File: src/rtl/multi_key_decoder.sv
// Tracks NUM_KEYS PS/2 keys from the make/breakk/key_code stream: held level, press/release pulses, hold frames.
// Optional hold counters are built only when MULTI_KEY_DECODER_HOLD_EN is defined; otherwise holdCount is 0.
module multi_key_decoder #(
    parameter int                    NUM_KEYS  = 4,
    parameter logic [NUM_KEYS*9-1:0] KEY_CODES = {9'h05A, 9'h029, 9'h059, 9'h012},
    parameter int                    HOLD_W    = 8
) (
    input  logic                       clk,
    input  logic                       resetN,
    input  logic [8:0]                 key_code,
    input  logic                       make,
    input  logic                       breakk,
    input  logic                       startOfFrame,
    output logic [NUM_KEYS-1:0]        keyIsPressed,
    output logic [NUM_KEYS-1:0]        keyPressPulse,
    output logic [NUM_KEYS-1:0]        keyReleasePulse,
    output logic [NUM_KEYS*HOLD_W-1:0] holdCount
);

    typedef enum logic {
        KEY_RELEASED = 1'b0,
        KEY_PRESSED  = 1'b1
    } key_state_e;

    key_state_e          state_q [NUM_KEYS];
    key_state_e          state_d [NUM_KEYS];
    logic [NUM_KEYS-1:0] hit;
    logic [NUM_KEYS-1:0] press_q, press_d;
    logic [NUM_KEYS-1:0] rel_q, rel_d;

    always_comb begin
        hit = '0;
        for (int i = 0; i < NUM_KEYS; i++) begin
            hit[i] = (key_code == KEY_CODES[9*i +: 9]);
        end
    end

    // Break has priority over a coincident make on the same channel.
    always_comb begin
        press_d = '0;
        rel_d   = '0;
        for (int i = 0; i < NUM_KEYS; i++) begin
            state_d[i] = state_q[i];
            case (state_q[i])
                KEY_RELEASED: begin
                    if (hit[i] && make && !breakk) begin
                        state_d[i] = KEY_PRESSED;
                        press_d[i] = 1'b1;
                    end
                end
                KEY_PRESSED: begin
                    if (hit[i] && breakk) begin
                        state_d[i] = KEY_RELEASED;
                        rel_d[i]   = 1'b1;
                    end
                end
                default: state_d[i] = KEY_RELEASED;
            endcase
        end
    end

    always_ff @(posedge clk) begin
        if (!resetN) begin
            for (int i = 0; i < NUM_KEYS; i++) begin
                state_q[i] <= KEY_RELEASED;
            end
            press_q <= '0;
            rel_q   <= '0;
        end else begin
            for (int i = 0; i < NUM_KEYS; i++) begin
                state_q[i] <= state_d[i];
            end
            press_q <= press_d;
            rel_q   <= rel_d;
        end
    end

    always_comb begin
        keyIsPressed = '0;
        for (int i = 0; i < NUM_KEYS; i++) begin
            keyIsPressed[i] = (state_q[i] == KEY_PRESSED);
        end
    end

    assign keyPressPulse   = press_q;
    assign keyReleasePulse = rel_q;

`ifdef MULTI_KEY_DECODER_HOLD_EN
    localparam logic [HOLD_W-1:0] HOLD_MAX = '1;

    logic [HOLD_W-1:0] hold_q [NUM_KEYS];
    logic [HOLD_W-1:0] hold_d [NUM_KEYS];

    // Only frames fully inside the held interval count: not the press cycle, not the release cycle.
    always_comb begin
        for (int i = 0; i < NUM_KEYS; i++) begin
            hold_d[i] = hold_q[i];
            if (press_d[i]) begin
                hold_d[i] = '0;
            end else if (startOfFrame && (state_q[i] == KEY_PRESSED) &&
                         (state_d[i] == KEY_PRESSED) && (hold_q[i] != HOLD_MAX)) begin
                hold_d[i] = hold_q[i] + 1'b1;
            end
        end
    end

    always_ff @(posedge clk) begin
        if (!resetN) begin
            for (int i = 0; i < NUM_KEYS; i++) begin
                hold_q[i] <= '0;
            end
        end else begin
            for (int i = 0; i < NUM_KEYS; i++) begin
                hold_q[i] <= hold_d[i];
            end
        end
    end

    always_comb begin
        holdCount = '0;
        for (int i = 0; i < NUM_KEYS; i++) begin
            holdCount[HOLD_W*i +: HOLD_W] = hold_q[i];
        end
    end
`else
    logic unused_sof;
    assign unused_sof = startOfFrame;
    assign holdCount  = '0;
`endif

endmodule

File: config.mk
export PLATFORM = sky130hd
export DESIGN_NAME = multi_key_decoder
export DESIGN_NICKNAME = d
export VERILOG_FILES = /design/src/rtl/multi_key_decoder.sv
export SDC_FILE = /design/constraint.sdc
export NUM_CORES = 1
export LEC_CHECK = 0
export ABC_AREA = 1
export CAP_MARGIN = 0
export CORE_MARGIN = 3
export CORE_UTILIZATION = 40
export CTS_BUF_LIST = sky130_fd_sc_hd__clkbuf_16
export DETAILED_ROUTE_END_ITERATION = 6
export DONT_BUFFER_PORTS = 1
export SLEW_MARGIN = 20
export SYNTH_ARGS = -nofsm -noshare
export SYNTH_HDL_FRONTEND = slang
export SYNTH_SLANG_ARGS = --single-unit
File: constraint.sdc
create_clock -name clk -period 0.8 [get_ports clk]
set_input_delay 0.12 -clock clk [delete_from_list [all_inputs] [get_ports clk]]
set_output_delay 0.12 -clock clk [all_outputs]
set_load 0.1 [all_outputs]
==> impl_results.md, run 1 <==
* Die ar. at around 2500 sq um
* Violated checks: negative setup slack
* Grt peak-use layer: met2
* Total Routing Usage GR at 0.1113
* Max-cap violations at 0
* Achievable clock frequency at 1141 MHz
* Post-detailed-route via-to-cell ratio at between 3 and 4
* Number of standard cells after synthesis at approximately 110
* Overall Power at 2.194 mW
* Detailed-router iteration count before antenna repair at 4
* Average wire length per cell after detail routing at 9.159 um
* Req. time, crit path at between 0.6 and 0.7 ns
* Maximum number of pins on one net before global-route repair at 8
* Kind of cell adding the most delay to the critical path: flip-flops
* Type of origin of the critical path: register
* Post-route cell area at around 1000 sq um
* I/O Buffers at 0
* Top post-synthesis cells by area: sky130_fd_sc_hd__buf_4 (35%), sky130_fd_sc_hd__dfxtp_1 (31%), sky130_fd_sc_hd__nand2_1 (7.3%), sky130_fd_sc_hd__nand3_1 (5.8%), sky130_fd_sc_hd__inv_1 (5.3%)
* Number of slew-limit violations in the final report at 0
* Routed vias at 560
* CTS HTree Levels at 1
* Antenna violations before repair at 0
* Starting Density at 0.4330
* Detailed Route Iter0 Violations at 7
* Number of warnings reported in the yosys synthesis log at 0
* FP Rows at 15
* Post-synth top area share at 0.3501
* Part of the cycle the worst path needs at 1.096
* Buffer levels on the longest clock path at 2
* Detail Placement HPWL at roughly 1000 um
* Met2 Track Usage GR at 0.1938
* CP max stage delay at 0.35 ns
* Path class of the lowest-slack min-delay path: in -> reg
* Setup slack after layout at -0.07670 ns
* Final cell utilization of the core at 0.5768
* Top fanout value on the critical path at 2
* DRC at 0
* Result of the run: complete, but fails checks
* Diodes inserted at 0
* Clock tree from TritonCTS: built
* Unrepaired setup endpoints after global routing: yes
* Clock latency on the worst-skew pair at approximately 0.24 ns
* Number of nets in the finished design at 135
* Detailed-route wire length at 1328 um
* CTS buffer count at 3
* Area of the core region at roughly 1800 sq um
* Kind of critical path: reg -> out
* Cell with the most instances after synthesis: sky130_fd_sc_hd__buf_4
* Share of layout cells above drive strength 1 at 0.3083
* Die extent in x at approximately 50 um
* Portion of the post-synthesis area used by sequential elements at 0.3112
* Routability congestion estimate from global placement at slightly below 0.7
* EDFF count, synth at 0
* Synth area leader: sky130_fd_sc_hd__buf_4
* Signed area change from the synthesized netlist to the final layout at 33.23%
* Clock Tree Root: sky130_fd_sc_hd__clkbuf_16
* Final number of hold-violating endpoints at 0
* Post-route minimum period at roughly 0.9 ns
* Y dimension of the die at between 40 and 50 um
* Peak ir drop on the vdd network at roughly 1.1 mV
* Ys async rst share at 0
* Commonest cells in the netlist: sky130_fd_sc_hd__buf_4 (36), sky130_fd_sc_hd__nand2_1 (15), sky130_fd_sc_hd__dfxtp_1 (12), sky130_fd_sc_hd__inv_1 (11), sky130_fd_sc_hd__nor2_1 (10)
* Setup TNS at -0.7601 ns
* Worst slack on hold paths at between 0.0007 and 0.0008 ns
* Layout Skew at 0.001339 ns
* Slowest stage cell, crit path: sky130_fd_sc_hd__dfxtp_4
* Clock slew seen by the registers of the worst setup and hold paths at about 0.040 ns
* Buffers and inverters on the worst path at 1
* Vias in the first global route at 490
* Setup violation total in the final timing report at 12
* Cell Area, Placed at just under 900 sq um
* Synth cell types at 15
* I/O pins at 58
* Wire length of the first global-routing pass at slightly above 2000 um
* Met1 capacity usage during global routing at 0.1154
* Crit path DAT at 0.76 ns
* Sink count of the clock tree at 12
* Post-synthesis area per instance at between 7 and 8 sq um
* Post-DRT Antenna Nets at 0
* Total of flip-flops plus latches after synthesis at 12
* Met3 demand-to-capacity share in global routing at 0.03323
* Leakage power figure at between 0.5 and 0.6 nW
* Total grt overflow at 0
* Kind of end point of the critical path: output port
* Area of the mapped netlist at 772.0 sq um
* Most common flop cell mapped by yosys: sky130_fd_sc_hd__dfxtp_1
* CP Cell Sequence: buf_12
* Power per unit of standard cell area at roughly 2100 nW/um^2
-- final cells by class --
class                      count  area (sq um)
sequential                    12         262.8
clock inverter                 1         3.754
inverter                      12         45.04
multi-input combinational     75         330.3
clock buffer                   3         75.07
tap                           25         31.28
fill                         155         754.5
timing repair buffer          17         280.3
-- worst paths after layout --
path / endpoint / depth (start not counted) / startpoint / slack (ns)
max: keyIsPressed[0] / 1 / state_q[0]$_DFF_P_ / -0.08
min: keyReleasePulse[2]$_SDFF_PN0_ / 2 / resetN / 0.0008
max reg2reg: state_q[3]$_DFF_P_ / 5 / state_q[3]$_DFF_P_ / 0.04
min reg2reg: keyPressPulse[3]$_SDFF_PP0_ / 2 / state_q[3]$_DFF_P_ / 0.54
-- per-stage QoR --
| stage | setup WS (ns) | std cells |
|---|---|---|
| 2_1_floorplan | 0.04908 | 136 |
| 3_3_place_gp | 0.01286 | 136 |
| 5_1_grt | -0.09347 | 145 |
| 6_report | -0.07670 | 145 |
| 4_1_cts | -0.07958 | 145 |
| 3_5_place_dp | -0.01143 | 136 |
-- where the power goes --
part,leakage [nW],internal [mW],total (mW),switching [mW]
Combinational,0.368,0.0189,0.706,0.688
Clock,0.0385,0.656,0.897,0.241
Sequential,0.104,0.590,0.590,0.000188
-- routing by layer --
metal	vias to the layer above	wire length, um
met5	-	0
met4	0	24
met3	4	144
met2	37	718
met1	239	440
li1	280	-
-- layout by cell type (no fill, tap or decap) --
cell	n
sky130_fd_sc_hd__a21oi_1	1
sky130_fd_sc_hd__buf_12	12
sky130_fd_sc_hd__buf_4	4
sky130_fd_sc_hd__clkbuf_16	3
sky130_fd_sc_hd__clkinv_1	1
sky130_fd_sc_hd__conb_1	32
sky130_fd_sc_hd__dfxtp_2	9
sky130_fd_sc_hd__dfxtp_4	3
sky130_fd_sc_hd__dlygate4sd3_1	1
sky130_fd_sc_hd__inv_1	11
sky130_fd_sc_hd__inv_2	1
sky130_fd_sc_hd__nand2_1	14
sky130_fd_sc_hd__nand2_2	2
sky130_fd_sc_hd__nand3_1	9
sky130_fd_sc_hd__nand4_1	2
sky130_fd_sc_hd__nor2_1	10
sky130_fd_sc_hd__nor2_4	2
sky130_fd_sc_hd__nor3_1	2
sky130_fd_sc_hd__nor3b_2	1
-- logic make-up after synthesis --
family / Yosys count / synth area share
buffers and inverters: 49 / 0.4149
and+or+nand+nor: 42 / 0.2626
DFF: 12 / 0.3112
AOI/OAI and AO/OA: 1 / 0.006477
other: 1 / 0.004858
-- sequential cells by signal, summed over array words and instances, names as in the netlist --
name	flops
keyPressPulse	4
state_q	4
keyReleasePulse	4
-- timing repair --
action,CTS,global route
endpoints found under the hold margin,2,0
setup endpoints to repair,12,13
hold buffers,1,0
pin swaps,0,1
setup buffers,4,0
resized for setup,7,1
Power figures use the tool's default switching activity.
==> inputs of run 2 (changes only) <==
Settings changed: TNS_END_PERCENT set to 10.
==> run 2 against run 1 <==
The run ends with negative hold slack, negative setup slack left. Clock skew increased by 0.0023 ns. Clock-buffer cell count is the same. Utilization rose by 0.28 points. Via count is 3.6% higher. Setup slack got worse by 0.0059 ns. Worst hold slack lost 0.0021 ns. Critical path depth did not move. Routed wire length up 7.4%. Sequential power about the same. Final area up 0.49%. Critical path type unchanged.
==> impl_results.md, run 2 (synthesis gave the netlist of run 1 again) <==
* DRC at 0 (unchanged)
* Wire length of the first global-routing pass at 2173 um (+5.0%)
* Most frequent standard cell in the layout excluding fill and tap cells: sky130_fd_sc_hd__conb_1
* Number of slew-limit violations in the final report at 0 (unchanged)
* Clock tree from TritonCTS: built
* Setup slack after layout at -0.08264 ns (-0.005936 ns)
* Met3 demand-to-capacity share in global routing at 0.03021 (-0.003021)
* CTS buffer count at 3 (unchanged)
* Met1 capacity usage during global routing at 0.1227 (+0.007326)
* Crit path DAT at 0.76 ns (about the same)
* Detailed Route Iter0 Violations at 10 (+3)
* Type of origin of the critical path: register
* Area of the core region at 1783 sq um (unchanged)
* Final number of hold-violating endpoints at 2 (+2)
* Clock latency on the worst-skew pair at 0.24 ns (about the same)
* Detail Placement HPWL at 1095 um (+9.1%)
* Unrepaired setup endpoints after global routing: yes
* Setup TNS at -0.8069 ns (-0.04685 ns)
* Share of layout cells above drive strength 1 at 0.3167 (+0.008333)
* Max-cap violations at 0 (unchanged)
* Kind of cell adding the most delay to the critical path: flip-flops
* I/O pins at 58 (unchanged)
* Detailed-route wire length at 1426 um (+7.4%)
* Post-Place Setup Slack at -0.009550 ns (+0.001882 ns)
* Top fanout value on the critical path at 2 (unchanged)
* FP Rows at 15 (unchanged)
* Slowest stage cell, crit path: sky130_fd_sc_hd__dfxtp_4
* Placed instance count at 136 (unchanged)
* Most frequent cells in the layout: sky130_fd_sc_hd__conb_1 (32), sky130_fd_sc_hd__nand2_1 (14), sky130_fd_sc_hd__buf_12 (12)
* Routability congestion estimate from global placement at 0.8019 (+16%)
* CP max stage delay at 0.35 ns (about the same)
* Die ar. at 2493 sq um (unchanged)
* I/O Buffers at 0 (unchanged)
* Vias in the first global route at 510 (+4.1%)
* Number of nets in the finished design at 135 (unchanged)
* Worst slack on hold paths at -0.001299 ns (-0.002074 ns)
* Total grt overflow at 0 (unchanged)
* Post-detailed-route via-to-cell ratio at 4.000 (+3.6%)
* Post-route minimum period at 0.8826 ns (+0.005936 ns)
* Peak ir drop on the vdd network at 0.9367 mV (-13%)
* Post-DRT Antenna Nets at 0 (unchanged)
* Grt peak-use layer: met2
* Layout Skew at 0.003615 ns (+0.002276 ns)
* CTS HTree Levels at 1 (unchanged)
* Post-route cell area at 1033 sq um (+0.49%)
* Clock slew seen by the registers of the worst setup and hold paths at 0.04 ns (about the same)
* Detailed-router iteration count before antenna repair at 4 (unchanged)
* CP Cell Sequence: buf_12
* Result of the run: complete, but fails checks
* Leakage power figure at 0.5106 nW (+0.13%)
* Y dimension of the die at 49.93 um (unchanged)
* Setup violation total in the final timing report at 12 (unchanged)
* Power per unit of standard cell area at 2127 nW/um^2 (-0.28%)
* Routed vias at 580 (+3.6%)
* Kind of end point of the critical path: output port
* Clock Tree Root: sky130_fd_sc_hd__clkbuf_16
* Req. time, crit path at 0.68 ns (about the same)
* Average wire length per cell after detail routing at 9.834 um (+7.4%)
* Antenna violations before repair at 0 (unchanged)
* Starting Density at 0.4330 (unchanged)
* Buffers and inverters on the worst path at 1 (unchanged)
* Signed area change from the synthesized netlist to the final layout at 33.87%
* Met2 Track Usage GR at 0.1982 (+0.004405)
* Sink count of the clock tree at 12 (unchanged)
* Kind of critical path: reg -> out
* Part of the cycle the worst path needs at 1.103 (+0.007420)
* Path class of the lowest-slack min-delay path: in -> reg
* Cell Area, Placed at 873.3 sq um (-2.4%)
* Violated checks: negative hold slack, negative setup slack
* Total Routing Usage GR at 0.1189 (+0.007547)
* Buffer levels on the longest clock path at 2 (unchanged)
* Diodes inserted at 0 (unchanged)
* Maximum number of pins on one net before global-route repair at 8 (unchanged)
* Achievable clock frequency at 1133 MHz (-0.67%)
* Final cell utilization of the core at 0.5796 (+0.002807)
* Die extent in x at 49.93 um (unchanged)
* Count of placed standard cells in the final layout, fillers left out at 145 (unchanged)
* Overall Power at 2.199 mW (+0.21%)
==> run 2: cell counts in the layout (fill, tap and decap cells not counted) <==
Identical to the previous run, type by type.
==> run 2: routing by layer <==
metal,vias up,part of all wire
li1,282,-
met1,244,0.33
met2,47,0.51
met3,7,0.12
met4,0,0.048
met5,-,0
==> run 2: what timing repair did <==
item                                   CTS  global route
cloned                                   0             0
resized for setup                       17             2
hold buffers                             1             0
setup buffers                            4             0
setup endpoints to repair               12            14
endpoints found under the hold margin    3             0
==> run 2: final cells by class <==
| type | count | area, sq um |
|---|---|---|
| Fill cell | 157 | 749.5 |
| Timing Repair Buffer | 17 | 280.3 |
| Tap cell | 25 | 31.28 |
| Sequential cell | 12 | 262.8 |
| Inverter | 12 | 45.04 |
| Multi-Input combinational cell | 75 | 335.3 |
| Clock buffer | 3 | 75.07 |
| Clock inverter | 1 | 3.754 |
==> run 2: path summary, 6_finish.rpt <==
path / startpoint / end / slack [ns] / cells after the start
setup reg to reg: state_q[3]$_DFF_P_ / state_q[3]$_DFF_P_ / 0.04 / 5
hold reg to reg: state_q[3]$_DFF_P_ / keyPressPulse[3]$_SDFF_PP0_ / 0.53 / 2
hold / removal: resetN / keyReleasePulse[3]$_SDFF_PN0_ / -0.001 / 2
setup / recovery: state_q[0]$_DFF_P_ / keyIsPressed[0] / -0.08 / 1
==> run 2: report_power, final <==
part,switching [mW],internal (mW),total (mW),leakage [nW]
logic,0.689,0.0192,0.708,0.368
clock network,0.244,0.656,0.900,0.0385
registers,0.000198,0.590,0.590,0.104
==> inputs of run 3 (changes only) <==
Settings changed: CORE_MARGIN 3 to 2, CTS_CLUSTER_SIZE set to 10.
==> run 3 against run 2 <==
The flow finishes with violations (negative setup slack). Global-route usage increased by 0.25 points. Register-to-register slack about the same. Via count increased by 0.34%. Worst hold slack improved by 0.0059 ns. Largest cell class unchanged. Largest power group unchanged.
==> impl_results.md, run 3 (synthesis gave the netlist of run 1 again) <==
* Most frequent cells in the layout: sky130_fd_sc_hd__conb_1 (32), sky130_fd_sc_hd__nand2_1 (14), sky130_fd_sc_hd__buf_12 (12)
* Internal power consumption at 1.256 mW (-0.74%)
* Switching power share of the total at 0.4185 (-0.005898)
* Vias in the first global route at 474 (-7.1%)
* Post-detailed-route via-to-cell ratio at 4.042 (+1.0%)
* Net switching power figure at 0.9041 mW (-3.1%)
* Leakage power figure at 0.5087 nW (-0.38%)
* Die ar. at 2297 sq um (-7.9%)
* Number of logic stages on the critical path including buffering at 1 (unchanged)
* I/O pins at 58 (unchanged)
* Number of nets in the finished design at 135 (unchanged)
* I/O Buffers at 0 (unchanged)
* Signed area change from the synthesized netlist to the final layout at 32.41%
* Detailed-router iteration count before antenna repair at 4 (unchanged)
* Kind of critical path: reg -> out
* Overall Power at 2.160 mW (-1.7%)
* FP Rows at 15 (unchanged)
* Antenna violations before repair at 0 (unchanged)
* Detail Placement HPWL at 1043 um (-4.7%)
* Buffer levels on the longest clock path at 2 (unchanged)
* Cell Area, Placed at 880.8 sq um (+0.86%)
* Starting Density at 0.4376 (+0.004606)
* Die extent in x at 47.93 um (-4.0%)
* Maximum number of pins on one net before global-route repair at 9 (+1)
* Post-route cell area at 1022 sq um (-1.1%)
* Result of the run: complete, but fails checks
* Max-cap violations at 0 (unchanged)
* Kind of end point of the critical path: output port
* Capture point of the worst reg-to-reg path: state_q[3]$_DFF_P_
* Setup violation total in the final timing report at 12 (unchanged)
* Clock slew seen by the registers of the worst setup and hold paths at 0.04 ns (about the same)
* Routability congestion estimate from global placement at 0.7320 (-8.7%)
* Worst Hold Path Cells at 2 (unchanged)
* Setup slack after layout at -0.07481 ns (+0.007825 ns)
* Layout Skew at 0.001782 ns (-0.001833 ns)
* Routed vias at 582 (+0.34%)
* CTS buffer count at 3 (unchanged)
* R2r worst-path depth at 5 (unchanged)
* Share of layout cells above drive strength 1 at 0.3193 (+0.002661)
* Placed instance count at 137 (+0.74%)
* CP Cell Sequence: buf_12
* Kind of cell adding the most delay to the critical path: flip-flops
* Y dimension of the die at 47.93 um (-4.0%)
* Clock share of power at 0.400 (-0.009)
* Type of origin of the critical path: register
* Final number of hold-violating endpoints at 0 (-2)
* Sequential fraction of design power at 0.273 (+0.004)
* Total grt overflow at 0 (unchanged)
* CP max stage delay at 0.35 ns (about the same)
* Post-route minimum period at 0.8748 ns (-0.007825 ns)
* Crit path DAT at 0.75 ns (about the same)
* Slowest stage cell, crit path: sky130_fd_sc_hd__dfxtp_2
* Path class of the lowest-slack min-delay path: in -> reg
* Post-Place Setup Slack at -0.07500 ns (-0.06545 ns)
* Most frequent standard cell in the layout excluding fill and tap cells: sky130_fd_sc_hd__conb_1
* Area of the core region at 1764 sq um (-1.1%)
* Wire length of the first global-routing pass at 1863 um (-14%)
* Post-DRT Antenna Nets at 0 (unchanged)
* Share of power burned in combinational logic at 0.327 (+0.005)
* Top fanout value on the critical path at 2 (unchanged)
* Count of placed standard cells in the final layout, fillers left out at 144 (-0.69%)
* Worst hold start: resetN
* Clock latency on the worst-skew pair at 0.23 ns (about the same)
* Total Routing Usage GR at 0.1214 (+0.002506)
* Unrepaired setup endpoints after global routing: yes
* Detailed Route Iter0 Violations at 16 (+6)
* Sink count of the clock tree at 12 (unchanged)
* Peak ir drop on the vdd network at 1.543 mV (+65%)
* Violated checks: negative setup slack
* Reg-to-reg startpoint: state_q[3]$_DFF_P_
* Clock tree from TritonCTS: built
* CTS HTree Levels at 1 (unchanged)
* Part of the cycle the worst path needs at 1.094 (-0.009781)
* Diodes inserted at 0 (unchanged)
* Detailed-route wire length at 1331 um (-6.7%)
* Endpoint of the worst hold path: keyReleasePulse[2]$_SDFF_PN0_
* Minimum setup slack among reg-to-reg paths at 0.04 ns (about the same)
* Count of hold-fix buffers inserted at cts at 0 (-1)
* Buffers and inverters on the worst path at 1 (unchanged)
* Power per unit of standard cell area at 2113 nW/um^2 (-0.67%)
* Average wire length per cell after detail routing at 9.243 um (-6.0%)
* Req. time, crit path at 0.68 ns (about the same)
* Clock Tree Root: sky130_fd_sc_hd__clkbuf_16
* Setup TNS at -0.6968 ns (+0.1102 ns)
* DRC at 0 (unchanged)
* Achievable clock frequency at 1143 MHz (+0.89%)
* Number of slew-limit violations in the final report at 0 (unchanged)
run 3: changes by cell type in the layout (fill, tap and decap cells not counted):
cell                            before  now
sky130_fd_sc_hd__buf_4               4    5
sky130_fd_sc_hd__clkinv_1            1    0
sky130_fd_sc_hd__dlygate4sd3_1       1    0
sky130_fd_sc_hd__nor3_1              1    2
sky130_fd_sc_hd__nor3_2              1    0
run 3: final cells by class:
cell class,count,area (sq um)
fillers,166,742.0
repair buffers,17,277.8
multi-input cells,75,330.3
clock buffers,3,75.07
flip-flops and latches,12,262.8
well taps,25,31.28
inverters,12,45.04
run 3: worst max path at each step:
stage	startpoint	end	slack, ns
6_report	state_q[3]$_DFF_P_	keyIsPressed[3]	-0.07
5_1_grt	state_q[3]$_DFF_P_	keyIsPressed[3]	-0.09
4_1_cts	state_q[3]$_DFF_P_	keyIsPressed[3]	-0.08
3_5_place_dp	key_code[7]	state_q[2]$_DFF_P_	-0.08
3_3_place_gp	key_code[7]	state_q[2]$_DFF_P_	-0.04
2_1_floorplan	keyPressPulse[1]$_SDFF_PP0_	keyPressPulse[1]	-0.23
run 3: metrics by stage:
stage            util  hold WS [ns]
4_1_cts        0.5780      0.005247
5_1_grt        0.5794      0.006332
3_3_place_gp   0.4993        0.2307
6_report       0.5794      0.004554
2_1_floorplan       -        0.2808
3_5_place_dp   0.4993        0.2465
run 3: repair_timing:
item | 4_1_cts | 5_1_grt
pin swaps | 0 | 1
gates resized for setup | 17 | 1
buffers inserted | 4 | 0
endpoints found under the setup margin | 12 | 13
run 3: power by group through the flow:
stage               combinational, mW  sequential [mW]  clock [mW]
floorplan                       0.819            0.611           0
global placement                0.699            0.611           0
detailed placement              0.701            0.611           0
CTS                             0.701            0.591       0.869
global route                    0.721            0.590       0.912
finish                          0.706            0.591       0.863
run 3: metal layers:
layer | vias to the layer above | GRT usage | share of wire | wire length (um)
met5 | - | 0 | 0 | 0
met4 | 0 | 0.07027 | 0.012 | 16
met3 | 2 | 0.05660 | 0.094 | 125
met2 | 41 | 0.2000 | 0.55 | 728
met1 | 259 | 0.1258 | 0.35 | 460
li1 | 280 | - | - | -
